## config.mk

```make
export PLATFORM = sky130hd
export DESIGN_NAME = imem_dmem_arbiter
export DESIGN_NICKNAME = d
export VERILOG_FILES = /design/src/rtl/imem_dmem_arbiter.sv
export SDC_FILE = /design/constraint.sdc
export NUM_CORES = 1
export LEC_CHECK = 0
export BUFFER_PORTS_ARGS = -buffer_cell sky130_fd_sc_hd__buf_2
export CORE_MARGIN = 1
export CORE_UTILIZATION = 47
export CTS_CLUSTER_SIZE = 12
export DETAILED_ROUTE_END_ITERATION = 8
export PLACE_DENSITY_LB_ADDON = 0.2
export SKIP_LAST_GASP = 1
export SYNTH_ARGS = -nofsm -noshare
export SYNTH_HDL_FRONTEND = slang
export SYNTH_SLANG_ARGS = --single-unit
```

## constraint.sdc

```tcl
create_clock -name Clk -period 4.95 [get_ports Clk]
set_input_delay 0.7425 -clock Clk [delete_from_list [all_inputs] [get_ports Clk]]
set_output_delay 0.7425 -clock Clk [all_outputs]
set_load 0.05 [all_outputs]
```

## src/rtl/imem_dmem_arbiter.sv

```systemverilog
// Shares one memory port between instruction fetch and data access (data first, fetch starvation guard).
// Optional bus-timeout watchdog is enabled by defining MEM_ARB_TIMEOUT_EN.
module imem_dmem_arbiter #(
  parameter int ADDR_W     = 32,
  parameter int STARVE_MAX = 4
`ifdef MEM_ARB_TIMEOUT_EN
  ,
  parameter int TIMEOUT    = 15
`endif
) (
  input  logic              Clk,
  input  logic              Reset,
  input  logic              Fetch_req_i,
  input  logic [ADDR_W-1:0] Fetch_addr_i,
  output logic [31:0]       Fetch_data_o,
  output logic              Fetch_valid_o,
  input  logic              Data_req_i,
  input  logic              Data_we_i,
  input  logic [ADDR_W-1:0] Data_addr_i,
  input  logic [31:0]       Data_wdata_i,
  input  logic [3:0]        Data_be_i,
  output logic [31:0]       Data_rdata_o,
  output logic              Data_valid_o,
  output logic              Mem_req_o,
  output logic              Mem_we_o,
  output logic [ADDR_W-1:0] Mem_addr_o,
  output logic [31:0]       Mem_wdata_o,
  output logic [3:0]        Mem_be_o,
  input  logic              Mem_ack_i,
  input  logic [31:0]       Mem_rdata_i,
  output logic              Stall_if_o,
  output logic              Stall_mem_o,
  output logic              Bus_err_o
);

  typedef enum logic [1:0] {IDLE, FETCH, DATA} state_e;

  localparam logic [31:0] NOP_INSN   = 32'h00000013;
  localparam logic [2:0]  STARVE_LIM = 3'(STARVE_MAX);

  state_e             state_q, state_d;
  logic               mem_req_q, mem_req_d;
  logic               mem_we_q, mem_we_d;
  logic [ADDR_W-1:0]  mem_addr_q, mem_addr_d;
  logic [31:0]        mem_wdata_q, mem_wdata_d;
  logic [3:0]         mem_be_q, mem_be_d;
  logic [31:0]        fetch_data_q, fetch_data_d;
  logic               fetch_valid_q, fetch_valid_d;
  logic [31:0]        data_rdata_q, data_rdata_d;
  logic               data_valid_q, data_valid_d;
  logic [2:0]         starve_q, starve_d;
  logic               starved, grant_data, grant_fetch;

`ifdef MEM_ARB_TIMEOUT_EN
  localparam logic [3:0] WAIT_LIM = 4'(TIMEOUT - 1);
  logic [3:0] wait_q, wait_d;
  logic       bus_err_q, bus_err_d;
`endif

  // Fetch overrides data only once it has watched STARVE_MAX data grants go by.
  assign starved     = Fetch_req_i && (starve_q == STARVE_LIM);
  assign grant_data  = Data_req_i && !starved;
  assign grant_fetch = Fetch_req_i && !grant_data;

  always_comb begin
    state_d       = state_q;
    mem_req_d     = mem_req_q;
    mem_we_d      = mem_we_q;
    mem_addr_d    = mem_addr_q;
    mem_wdata_d   = mem_wdata_q;
    mem_be_d      = mem_be_q;
    fetch_data_d  = fetch_data_q;
    fetch_valid_d = 1'b0;
    data_rdata_d  = data_rdata_q;
    data_valid_d  = 1'b0;
    starve_d      = starve_q;
`ifdef MEM_ARB_TIMEOUT_EN
    wait_d        = '0;
    bus_err_d     = 1'b0;
`endif
    case (state_q)
      IDLE: begin
        if (!Fetch_req_i) begin
          starve_d = '0;
        end
        if (grant_data) begin
          state_d     = DATA;
          mem_req_d   = 1'b1;
          mem_we_d    = Data_we_i;
          mem_addr_d  = Data_addr_i;
          mem_wdata_d = Data_wdata_i;
          mem_be_d    = Data_we_i ? Data_be_i : 4'hF;
          if (Fetch_req_i && (starve_q != STARVE_LIM)) begin
            starve_d = starve_q + 3'd1;
          end
        end else if (grant_fetch) begin
          state_d     = FETCH;
          mem_req_d   = 1'b1;
          mem_we_d    = 1'b0;
          mem_addr_d  = Fetch_addr_i;
          mem_wdata_d = '0;
          mem_be_d    = 4'hF;
          starve_d    = '0;
        end
      end
      FETCH, DATA: begin
        if (Mem_ack_i) begin
          state_d   = IDLE;
          mem_req_d = 1'b0;
          if (state_q == FETCH) begin
            fetch_data_d  = Mem_rdata_i;
            fetch_valid_d = 1'b1;
          end else begin
            data_valid_d = 1'b1;
            if (!mem_we_q) begin
              data_rdata_d = Mem_rdata_i;
            end
          end
        end
`ifdef MEM_ARB_TIMEOUT_EN
        // Abandon the access: fetch sees a NOP, a load sees zero.
        else if (wait_q == WAIT_LIM) begin
          state_d   = IDLE;
          mem_req_d = 1'b0;
          bus_err_d = 1'b1;
          if (state_q == FETCH) begin
            fetch_data_d  = NOP_INSN;
            fetch_valid_d = 1'b1;
          end else begin
            data_valid_d = 1'b1;
            if (!mem_we_q) begin
              data_rdata_d = '0;
            end
          end
        end else begin
          wait_d = wait_q + 4'd1;
        end
`endif
      end
      default: state_d = IDLE;
    endcase
  end

  always_ff @(posedge Clk or posedge Reset) begin
    if (Reset) begin
      state_q       <= IDLE;
      mem_req_q     <= 1'b0;
      mem_we_q      <= 1'b0;
      mem_addr_q    <= '0;
      mem_wdata_q   <= '0;
      mem_be_q      <= '0;
      fetch_data_q  <= NOP_INSN;
      fetch_valid_q <= 1'b0;
      data_rdata_q  <= '0;
      data_valid_q  <= 1'b0;
      starve_q      <= '0;
    end else begin
      state_q       <= state_d;
      mem_req_q     <= mem_req_d;
      mem_we_q      <= mem_we_d;
      mem_addr_q    <= mem_addr_d;
      mem_wdata_q   <= mem_wdata_d;
      mem_be_q      <= mem_be_d;
      fetch_data_q  <= fetch_data_d;
      fetch_valid_q <= fetch_valid_d;
      data_rdata_q  <= data_rdata_d;
      data_valid_q  <= data_valid_d;
      starve_q      <= starve_d;
    end
  end

`ifdef MEM_ARB_TIMEOUT_EN
  always_ff @(posedge Clk or posedge Reset) begin
    if (Reset) begin
      wait_q    <= '0;
      bus_err_q <= 1'b0;
    end else begin
      wait_q    <= wait_d;
      bus_err_q <= bus_err_d;
    end
  end
  assign Bus_err_o = bus_err_q;
`else
  assign Bus_err_o = 1'b0;
`endif

  assign Mem_req_o     = mem_req_q;
  assign Mem_we_o      = mem_we_q;
  assign Mem_addr_o    = mem_addr_q;
  assign Mem_wdata_o   = mem_wdata_q;
  assign Mem_be_o      = mem_be_q;
  assign Fetch_data_o  = fetch_data_q;
  assign Fetch_valid_o = fetch_valid_q;
  assign Data_rdata_o  = data_rdata_q;
  assign Data_valid_o  = data_valid_q;
  assign Stall_if_o    = Fetch_req_i & ~fetch_valid_q;
  assign Stall_mem_o   = Data_req_i & ~data_valid_q;

endmodule
```

==> results.md <==
- Cell Area, Placed: approximately 7400 sq um
- Multi-input logic area: approximately 2200 sq um
- CP max FO: 43
- Period utilization: 53.3%
- Avg WL per Cell: around 16 microns
- I/O pin total: 277
- Status: finished clean
- Max-Cap Viols: 0
- Max Freq: 0.379 GHz
- CTS buffer count: 17
- Hold buffers post-CTS: 0
- Most common cell in the netlist: dfrtp_1
- GP Congestion: 0.794
- Post-Route WL: 15.4 mm
- Crit start category: flip-flop
- Crit path capture type: flip-flop
- Gates resized, CTS repair: 0
- Antenna cells: 0
- Crit path DAT: 2940 ps
- Die W: 115 microns
- CTS tree: built
- Xor and xnor area share after synthesis: 0%
- RSZ-0062 raised after global routing: false
- Post-synth top cells: dfrtp_1 (138), nand2_1 (135), mux2_2 (62)
- Core area: 12,200 sq um
- Pins Over Slew Limit: 0
- DRT antenna net count: 0
- Setup TNS Final: 0 ps
- Syn_nets: 672
- Endpoints failing hold: 0
- Synthesis-to-layout area growth: 34.0%
- Largest family of logic cells by synthesized area: simple AND/OR/NAND/NOR gates
- Synth area leader: dfrtp_1
- CP required: 5250 ps
- Flops & latches, synth: 141
- Vias per inst: 5.15
- Port bufs: 275
- Final min period: 2640 ps
- Crit Path Category: flip-flop to flip-flop
- Clock sink total: 141
- Layout cells sized above 1: 48.9%
- Synth Area in Simple Gates: 13.9%
- Largest net degree at the start of global routing: 114
- Total GRT Usage: 23.6%
- Die area: 13,200 sq um
- Hold WC Path Type: flip-flop to flip-flop
- H-tree Lvls: 4
- Async SR Flop Fraction: 100%
- # DRC: 0
- EDFF count, synth: 0
- Multiplexer area fraction after synthesis: 12.4%
- Die height: roughly 110 microns
- Total gr overflow: 0
- Synth Flop Type: dfrtp_1
- First-pass GRT wire length: around 24 mm
- Vias in the first global route: 4,830
- Setup Skew: 7.45 ps
- Mapped Area: between 5000 and 6000 sq um
- Standard-cell row count: 40
- Ys Warns: 0
- Synth Area in Compound Gates: approximately 9%
- Final Cell Area: 8010 sq um
- Final HPWL DP: 10.6 mm
- Endpoints failing setup: 0
- Mapped Cells: 529
- Top post-synthesis cells by area: dfrtp_1 (58%), mux2_2 (12%), nand2_1 (8.5%)
- Layout Nets: between 900 and 1,000
- Synth Area per Inst: 11.3 sq um
- Via Count: 4,988
- Post-synth cell types: 34
- Setup Buffers After CTS: 0
- Worst-Skew Late Latency: between 400 and 500 ps
- Starting Density: 49.0%
- Initial DRC count: ~340
- Reg clk slew, reported paths: 60 ps
- Yosys top cell area share: between 50% and 60%
- Clk buf depth: 2
- Clock root buffer: clkbuf_16
- Actual slew at the worst max-slew pin: 985 ps
- Drt first pass iters: 4
- Filler cells: 1,007
- Seq/Total Area, Yosys: 59.1%
- Relative slew slack: 34.3%
- Synth Area in Adders: 1.05%
- Initial antenna violation count: 0
- Storage cell area: 3530 sq um
[critical path: stages (launching register included)]
cell and delay, ps:
dfrtp_1 400, inv_1 100, ha_1 150, buf_4 390
o21a_2 710, buf_4 440, nand2_1 90, o21ai_0 210
[final cells by class]
type,count,share of cell area (%)
repair buffers,282,17.8
inverters,8,0.437
flip-flops and latches,141,44.1
well taps,168,2.62
clock buffers,22,5.92
clock inverters,10,1.72
multi-input cells,338,27.4
[placed cells by master, fill, tap and decap left out, drive strengths merged, types with 8 or more instances in the layout]
cell type,count
nor2,10
buf,282
dfrtp,138
o211ai,32
inv,8
nand4,33
nand2,135
clkbuf,22
o21ai,35
mux2,64
[cells by family after synthesis]
kind of cell               count (synthesis)
other                                      1
AOI/OAI and AO/OA                         78
and+or+nand+nor                          188
muxes                                     66
buffers and inverters                     50
adders and majority gates                  5
DFF                                      141
[through the flow]
step | setup WS (ps) | hold slack [ps] | utilization, % | std cells
3_5_place_dp | 2040 | 466 | 60.6 | 937
3_3_place_gp | 2120 | 456 | 60.6 | 937
5_1_grt | 2070 | 489 | 65.6 | 969
2_1_floorplan | 431 | 535 | - | 529
6_report | 2310 | 473 | 65.6 | 969
4_1_cts | 2320 | 478 | 65.6 | 969
[layer usage]
layer / global-route usage [%] / wire, microns / vias to the layer above
li1: - / - / 2358
met4: 10.6 / 394 / 0
met2: 40.8 / 7990 / 195
met1: 28.4 / 6070 / 2405
met5: 0 / 0 / -
met3: 5.38 / 900 / 30
[state kept, by name, summed over array words and instances, names as in the netlist]
register / cells
Data_rdata_o: 32
Data_valid_o: 1
Fetch_data_o: 32
Fetch_valid_o: 1
Mem_addr_o: 32
Mem_be_o: 4
Mem_req_o: 1
Mem_wdata_o: 32
Mem_we_o: 1
starve_q: 3
state_q: 2
[final timing paths]
kind | end | startpoint | cells past startpoint | slack [ps]
max in group asynchronous | Mem_wdata_o[19] | Reset | 3 | 3370
setup reg to reg | Mem_wdata_o[6] | state_q[0] | 7 | 2310
hold / removal | Mem_wdata_o[18] | Mem_wdata_o[18] | 2 | 470
min in group asynchronous | Fetch_data_o[20] | Reset | 2 | 570
hold reg to reg | Mem_wdata_o[18] | Mem_wdata_o[18] | 2 | 470
setup / recovery | Mem_wdata_o[6] | state_q[0] | 7 | 2310
Power is left out: the tool's default activity adds up to more than one toggle a clock period on the data nets, which glitch-free logic cannot reach.
